**config.mk**
```make
export PLATFORM = sky130hd
export DESIGN_NAME = hazard_ctrl
export DESIGN_NICKNAME = d
export VERILOG_FILES = /design/src/rtl/hazard_ctrl.sv
export SDC_FILE = /design/constraint.sdc
export NUM_CORES = 1
export LEC_CHECK = 0
export ABC_AREA = 1
export CAP_MARGIN = 20
export CORE_UTILIZATION = 42
export DETAILED_ROUTE_END_ITERATION = 7
export PLACE_DENSITY_LB_ADDON = 0.25
export SYNTH_ARGS = -nofsm -noshare
export SYNTH_HDL_FRONTEND = slang
export SYNTH_SLANG_ARGS = --single-unit
```
**constraint.sdc**
```tcl
create_clock -name clk -period 1.61 [get_ports clk]
set_input_delay 0.2415 -clock clk [delete_from_list [all_inputs] [get_ports clk]]
set_output_delay 0.2415 -clock clk [all_outputs]
set_load 0.03 [all_outputs]
```
**src/rtl/hazard_ctrl.sv**
```systemverilog
// ============================================================================
// Module   : hazard_ctrl
// Purpose  : Fetch handshake FSM, fetch hold buffer, hazard stall/flush and
//            forwarding-select generation for the 5-stage MIPS pipeline.
// Revision : 1.0
// ============================================================================
`default_nettype none

module hazard_ctrl (
    input  logic        clk,
    input  logic        resetn,
    output logic        i_req,
    input  logic        i_data_ok,
    input  logic [31:0] i_data,
    output logic [31:0] instrF,
    input  logic        d_req,
    input  logic        d_data_ok,
    input  logic        branchD,
    input  logic [4:0]  rsD,
    input  logic [4:0]  rtD,
    input  logic [4:0]  rsE,
    input  logic [4:0]  rtE,
    input  logic [4:0]  rdE,
    input  logic        regwriteE,
    input  logic        memtoregE,
    input  logic [4:0]  rdM,
    input  logic        regwriteM,
    input  logic        memtoregM,
    input  logic [4:0]  rdW,
    input  logic        regwriteW,
    output logic        stallF,
    output logic        stallD,
    output logic        stallE,
    output logic        stallM,
    output logic        flushD,
    output logic        flushE,
    output logic        flushW,
    output logic [1:0]  fwdAD,
    output logic [1:0]  fwdBD,
    output logic [1:0]  fwdAE,
    output logic [1:0]  fwdBE,
    output logic [31:0] stall_cnt
);

    typedef enum logic [1:0] {
        F_IDLE = 2'd0,
        F_REQ  = 2'd1,
        F_HOLD = 2'd2
    } fstate_t;

    localparam logic [1:0] FWD_RF = 2'b00;
    localparam logic [1:0] FWD_M  = 2'b01;
    localparam logic [1:0] FWD_W  = 2'b10;

    fstate_t     state_q, state_d;
    logic [31:0] ibuf_q, ibuf_d;
    logic [31:0] cnt_q;

    logic w_lu, w_br, w_hazd, w_dstall, w_istall, w_adv;

    // Register 0 is hard-wired zero, so a write to it never creates a dependence.
    function automatic logic hit(input logic we, input logic [4:0] rd, input logic [4:0] r);
        return we && (rd != 5'd0) && (rd == r);
    endfunction

    always_comb begin
        w_lu     = memtoregE && (hit(regwriteE, rdE, rsD) || hit(regwriteE, rdE, rtD));
        w_br     = branchD && (hit(regwriteE, rdE, rsD) || hit(regwriteE, rdE, rtD) ||
                   (memtoregM && (hit(regwriteM, rdM, rsD) || hit(regwriteM, rdM, rtD))));
        w_hazd   = w_lu || w_br;
        w_dstall = d_req && !d_data_ok;
        w_istall = (state_q == F_IDLE) || ((state_q == F_REQ) && !i_data_ok);
        w_adv    = !(w_dstall || w_hazd);
    end

    always_comb begin
        stallM = w_dstall;
        stallE = w_dstall;
        flushW = w_dstall;
        stallD = w_dstall || w_hazd;
        flushE = !w_dstall && w_hazd;
        stallF = w_dstall || w_hazd || w_istall;
        flushD = !(w_dstall || w_hazd) && w_istall;
    end

    // Decode compares cannot use a load result still in M; that case stalls instead.
    always_comb begin
        fwdAD = FWD_RF;
        fwdBD = FWD_RF;
        fwdAE = FWD_RF;
        fwdBE = FWD_RF;
        if (hit(regwriteM, rdM, rsD) && !memtoregM) fwdAD = FWD_M;
        else if (hit(regwriteW, rdW, rsD))          fwdAD = FWD_W;
        if (hit(regwriteM, rdM, rtD) && !memtoregM) fwdBD = FWD_M;
        else if (hit(regwriteW, rdW, rtD))          fwdBD = FWD_W;
        if (hit(regwriteM, rdM, rsE))               fwdAE = FWD_M;
        else if (hit(regwriteW, rdW, rsE))          fwdAE = FWD_W;
        if (hit(regwriteM, rdM, rtE))               fwdBE = FWD_M;
        else if (hit(regwriteW, rdW, rtE))          fwdBE = FWD_W;
    end

    always_comb begin
        state_d = state_q;
        ibuf_d  = ibuf_q;
        i_req   = 1'b0;
        case (state_q)
            F_IDLE: state_d = F_REQ;
            F_REQ: begin
                i_req = 1'b1;
                if (i_data_ok && !w_adv) begin
                    ibuf_d  = i_data;
                    state_d = F_HOLD;
                end
            end
            F_HOLD: if (w_adv) state_d = F_REQ;
            default: state_d = F_IDLE;
        endcase
    end

    assign instrF    = (state_q == F_HOLD) ? ibuf_q : i_data;
    assign stall_cnt = cnt_q;

    always_ff @(posedge clk or negedge resetn) begin
        if (!resetn) begin
            state_q <= F_IDLE;
            ibuf_q  <= 32'd0;
            cnt_q   <= 32'd0;
        end else begin
            state_q <= state_d;
            ibuf_q  <= ibuf_d;
            if (stallF) cnt_q <= cnt_q + 32'd1;
        end
    end

endmodule

`default_nettype wire

```
# --- After elaboration in Yosys (flattened, before gate mapping) ---
# Cells that the tools add are included.
op_classes:
  n_addsub: 1
  eq_ne: 14
  mux: 13
  reduce_logical: 41
ops:
  columns: ["cell", "n"]
  rows:
  - ["$eq A5 B5 Y1", 10]
  - ["$add A32 B1 Y32 const B", 1]
  - ["$mux W32", 1]
  - ["$logic_and A1 B1 Y1", 23]
  - ["$mux W2", 10]
  - ["$reduce_bool A5 Y1", 3]
  - ["$logic_or A1 B1 Y1", 7]
  - ["$pmux W2 S3", 1]
  - ["$logic_not A1 Y1", 5]
  - ["$reduce_and A2 Y1", 2]
  - ["$eq A2 B1 Y1 const B", 1]
  - ["$eq A2 B2 Y1 const B", 1]
  - ["$logic_not A2 Y1", 1]
  - ["$ne A2 B1 Y1 const B", 1]
  - ["$ne A2 B2 Y1 const B", 1]
  - ["$mux W1", 1]
word_totals:
  regBits: 66
  inputBits: 78
  out_inout_bits: 80
  wordCells: 72

# --- Longest topological paths before layout ---
depth:
  depth_word: 12
  ltp_mapped: 14
  ltp_nobuf: 12

# --- Least setup slack after synthesis ---
# No wires, ideal clock.
synth_path:
  path_kind: "input -> output"
  startpoint: "input rdM[3]"
  endpoint: "output fwdAE[1]"
  arrival_time_ns: 2.012
  slack_ns: -0.643
  cell_stages: 4
  n_path_buf: 1
  cell_sequence: "buf_2 > xor2_1 > nor4_1 > nor2_1"
synth_between:
  elab_chain_len: 4
  word_cells_on_any_way: 5
  cone_classes: "1 x eq/ne; 1 x mux; 3 x reduce/logical"
synth_lines:
  columns: ["item", "line", "source"]
  rows:
  - ["from (decl)", "26", "input logic [4:0] rdM,"]
  - ["$reduce_bool A5 Y1", "63", "return we && (rd != 5'd0) && (rd == r);"]
  - ["$logic_and A1 B1 Y1", "63", null]
  - ["$logic_and A1 B1 Y1 *", "63", null]
  - ["$mux W2 *", "96", "if (hit(regwriteM, rdM, rsE)) fwdAE = FWD_M;"]
  - ["to (decl)", "40", "output logic [1:0] fwdAE,"]
# Every way passes the cells marked *; elsewhere a longest branch is shown, timed or not.

# --- Worst setup path in the final report ---
layout_path:
  startpoint: "register state_q[1]"
  endpoint: "output instrF[1]"
layout_between:
  elab_chain_len: 2
layout_lines:
  columns: ["item", "line", "source"]
  rows:
  - ["from (decl)", "55", "fstate_t state_q, state_d;"]
  - ["from (signal assigned)", "129", "state_q <= state_d;"]
  - ["$eq A2 B2 Y1", "120", "assign instrF = (state_q == F_HOLD) ? ibuf_q : i_data;"]
  - ["$mux W32", "120", null]
  - ["to (decl)", "15", "output logic [31:0] instrF,"]
# No other way between the ends.

==> out/summary.md <==
After clock tree synthesis, the clock-pin slew on the worst setup and hold paths is 0.06 ns. At the worst endpoint, the required time is 1.37 ns. The die is 109 µm wide.

The starting density of the core is 0.436. Setup slack at placement: -0.794 ns. IR analysis of the VDD net gives a maximum drop of 788 µV. For the largest net degree at the start of global routing, the log shows 35. The netlist uses 30 different library cells. By area the synthesized netlist is led by sky130_fd_sc_hd__dfrtp_1 (35%), sky130_fd_sc_hd__nand2_1 (20%), sky130_fd_sc_hd__xor2_1 (10%). At the end of the flow, the number of nets in the layout was 1007. The logs give 38 for the site row count and 0.277 for the overall routing resource usage. The logs give -6.82 ns for the final sum of negative setup slack and 0 for the count of synthesis-stage warnings from yosys. The sequential area share after synthesis is 0.346. The CTS sink count came out at 66.

The number of enable flip-flop cells after synthesis works out to 0. The fraction of the cycle the final worst path needs came out at 1.11. The number of synthesized register bits is 66.

Summed over all cells, the static leakage comes to 4.21 nW. The logs give 0.781 for the final design utilization and 0.00166 mm² for the area taken by flip-flops and latches. The power density normalized to cell area is 996 mW/mm². The worst path buffer plus inverter count was 5.

Synthesis handed over a netlist of 672 instances. Clock skew on the completed layout was measured at 0.00775 ns. The endpoint identified for the worst register-to-register timing path is ibuf_q[24]. On the critical path, the stage with the largest delay is an instance of sky130_fd_sc_hd__dfrtp_1. After global routing the overflow that remains totals 0.

After layout, the minimum clock period comes to 1.79 ns. The detailed router finished its first iteration with 366 violations. For this run, design rule violations remaining after detail routing come to 0.

The number of global-route vias before repair was 5258. Walking the worst path, the cells encountered are inv_2 > nor2_4 > buf_6 > inv_8 > buf_12 > nand2_2 > nand2_2 > buf_6. The post-synthesis async set-or-reset flop share is 1.00. Overall power consumption after layout is estimated at 8.51 mW. Counting instances in the post-synthesis netlist gives the leading cell types as sky130_fd_sc_hd__nand2_1 (254), sky130_fd_sc_hd__dfrtp_1 (66), sky130_fd_sc_hd__xor2_1 (55).

Clock tree synthesis selected as its root buffer the cell sky130_fd_sc_hd__clkbuf_16. The kind of cell with the highest combined delay along the critical path is buffers and inverters. At the end of routability-driven placement, the weighted congestion stood at 0.928.

Combinational power share: 0.454. The worst-path maximum fanout was 8. The number of setup violations in the final report is 59, and the initial antenna violation count is 0. The part of the power in registers is 0.312. The run gives 0.235 as the clock group share of total power. The tools report the final worst-path setup slack as -0.182 ns. The switching power as a share of total power was 0.393. The flow ran to the end, but the final reports show violations. The number of primary I/O pins came out at 158. The largest total area in the synthesized netlist belongs to sky130_fd_sc_hd__dfrtp_1. The average size of a mapped cell is 7.10 µm², and the number of port buffers is 157. For the net switching power, the log shows 3.34 mW. The checks that failed: negative setup slack. The actual transition at the worst max-transition pin is 0.489 ns. The startpoint of the worst-slack reg-to-reg timing path was state_q[0]. The die is 109 µm tall. The register-to-register setup slack was 0.02 ns. The run gives 0 as the post-route antenna net violation count.

At the worst endpoint, the arrival time is 1.55 ns. After detailed routing, the number of vias per cell comes to 5.27. Dividing the detail-routed wire length by the instance count gives 17.2 µm. The worst setup path is launched from a register. The proportion of layout cells with a drive suffix above 1 works out to 0.434. The worst register-to-register path has a depth of 9. In the synthesized netlist the dominant register cell turns out to be sky130_fd_sc_hd__dfrtp_1. In this run the number of H-tree levels came out at 3. The total area inside the core boundary comes to 0.0109 mm². The final layout contains routed wiring with a total length of 18400 µm. Synthesis produced a netlist with a net count of 751.

The first-pass iteration count of the detailed router is 5, and the count of inserted antenna diode cells is 0. The longest clock path from root to sink contains 2 buffers. The maximum clock frequency is 0.558 GHz, and the share of Yosys cell area claimed by the top area cell type is 0.346. sky130_fd_sc_hd__nand2_1 is the most common cell in the netlist. The number of max-slew violations in the final report was 0. The tools report the count of filler cells inserted in the layout as 702. The logs give 9 for the CTS buffer count and 25500 µm for the first-pass GRT wire length.

In this design, the stage delay of the slowest critical-path cell is 0.41 ns. TritonCTS built the clock tree. In this run, placement finished with an instance count of 1014.

The cell area after technology mapping is 0.00477 mm², and the number of non-filler instances in the completed layout is 1073. Clock latency on the worst-skew pair, taken at its later pin, is 0.34 ns. The worst setup path is of the reg -> out kind. Summing all multi-input logic gate instances after layout gives 0.00335 mm². For the count of maximum capacitance violations, the log shows 0. The HPWL after detailed placement is 11000 µm.

The worst min-delay path category was in -> async. The final number of hold-violating endpoints was 0. Setup repair after global routing could not meet its margin everywhere.

The routed layout has 5660 vias. The internal power summed over all cells was 5.17 mW; the post-synthesis to final-layout area growth was 79.0%. The worst relative slew slack was 0.674; the total die area was 0.0118 mm². Kind of capture point of the worst setup path: an output port.
==> metal layers <==
layer | share of wire | vias to the layer above | track usage
li1 | - | 2627 | -
met1 | 0.39 | 2735 | 0.344
met2 | 0.52 | 258 | 0.497
met3 | 0.065 | 40 | 0.0440
met4 | 0.022 | 0 | 0.0724
met5 | 0 | - | 0
==> layout make-up <==
cell class                      instances  share of cell area
Multi-Input combinational cell        516               0.392
Timing Repair Buffer                  282               0.334
Sequential cell                        66               0.194
Clock buffer                           10              0.0268
Inverter                               53              0.0242
Tap cell                              140              0.0205
Clock inverter                          6             0.00776
==> through the flow <==
| step | cell area [µm²] | hold WS (ns) |
|---|---|---|
| after global placement | 6910 | 0.218 |
| after floorplan | 4860 | -0.0541 |
| after detailed placement | 6910 | 0.219 |
| final | 8540 | 0.387 |
| after CTS | 7920 | 0.407 |
| after global routing | 8540 | 0.442 |
==> worst register-to-register path: stages (launching register included) <==
cell                      delay (ns)
sky130_fd_sc_hd__dfrtp_1        0.41
sky130_fd_sc_hd__buf_4          0.13
sky130_fd_sc_hd__inv_1          0.06
sky130_fd_sc_hd__nor2_4         0.14
sky130_fd_sc_hd__buf_4          0.16
sky130_fd_sc_hd__nand3_4        0.14
sky130_fd_sc_hd__buf_12         0.18
sky130_fd_sc_hd__buf_12         0.14
sky130_fd_sc_hd__nand2_2        0.05
sky130_fd_sc_hd__nand2_1        0.06
==> what timing repair did <==
| action | 4_1_cts | 5_1_grt |
|---|---|---|
| endpoints found under the setup margin | 143 | 97 |
| pin swaps | 62 | 49 |
| gates cloned | 7 | 3 |
| hold buffers | 1 | 0 |
| hold endpoints to repair | 16 | 0 |
| buffers inserted | 15 | 23 |
| gates resized for setup | 301 | 161 |
==> registers in the layout, summed over array words and instances (netlist names) <==
signal	cells
state_q	2
stall_cnt	32
ibuf_q	32
==> placed cells by master (no fill, tap or decap), types with 23 or more instances in the layout <==
cell type,instances
sky130_fd_sc_hd__nand2_1,164
sky130_fd_sc_hd__inv_1,43
sky130_fd_sc_hd__buf_6,60
sky130_fd_sc_hd__dlygate4sd2_1,45
sky130_fd_sc_hd__nand2_4,33
sky130_fd_sc_hd__nand2_2,86
sky130_fd_sc_hd__nand4_1,38
sky130_fd_sc_hd__buf_4,92
sky130_fd_sc_hd__nor2_1,23
sky130_fd_sc_hd__xor2_1,52
sky130_fd_sc_hd__dfrtp_1,59
sky130_fd_sc_hd__clkdlybuf4s50_1,36
==> worst max path at each step <==
stage                      to        from  depth (start not counted)  slack (ns)
floorplan              flushD      rdM[1]                         11       -0.09
global placement     fwdBD[1]      rdW[0]                          8       -0.79
detailed placement   fwdBD[1]      rdW[3]                          8       -0.79
CTS                    flushD      rtD[0]                         12       -0.13
global route        instrF[1]  state_q[1]                          8       -0.23
finish              instrF[1]  state_q[1]                          8       -0.18
==> kinds of logic after synthesis <==
family          Yosys count  synth area share
simple gates            409             0.380
flops                    66             0.346
xor+xnor                 78             0.143
fa+ha+maj                 1           0.00262
buf+inv                  90            0.0955
compound gates           28            0.0323
==> power by group through the flow <==
stage	clock network [mW]	logic, mW	registers (mW)
4_1_cts	2.01	3.25	2.56
2_1_floorplan	0	1.61	2.61
3_3_place_gp	0	2.77	2.53
5_1_grt	2.07	4.08	2.68
3_5_place_dp	0	2.85	2.56
6_report	2.00	3.86	2.65
Note: power is estimated with default switching activity, not from simulation.
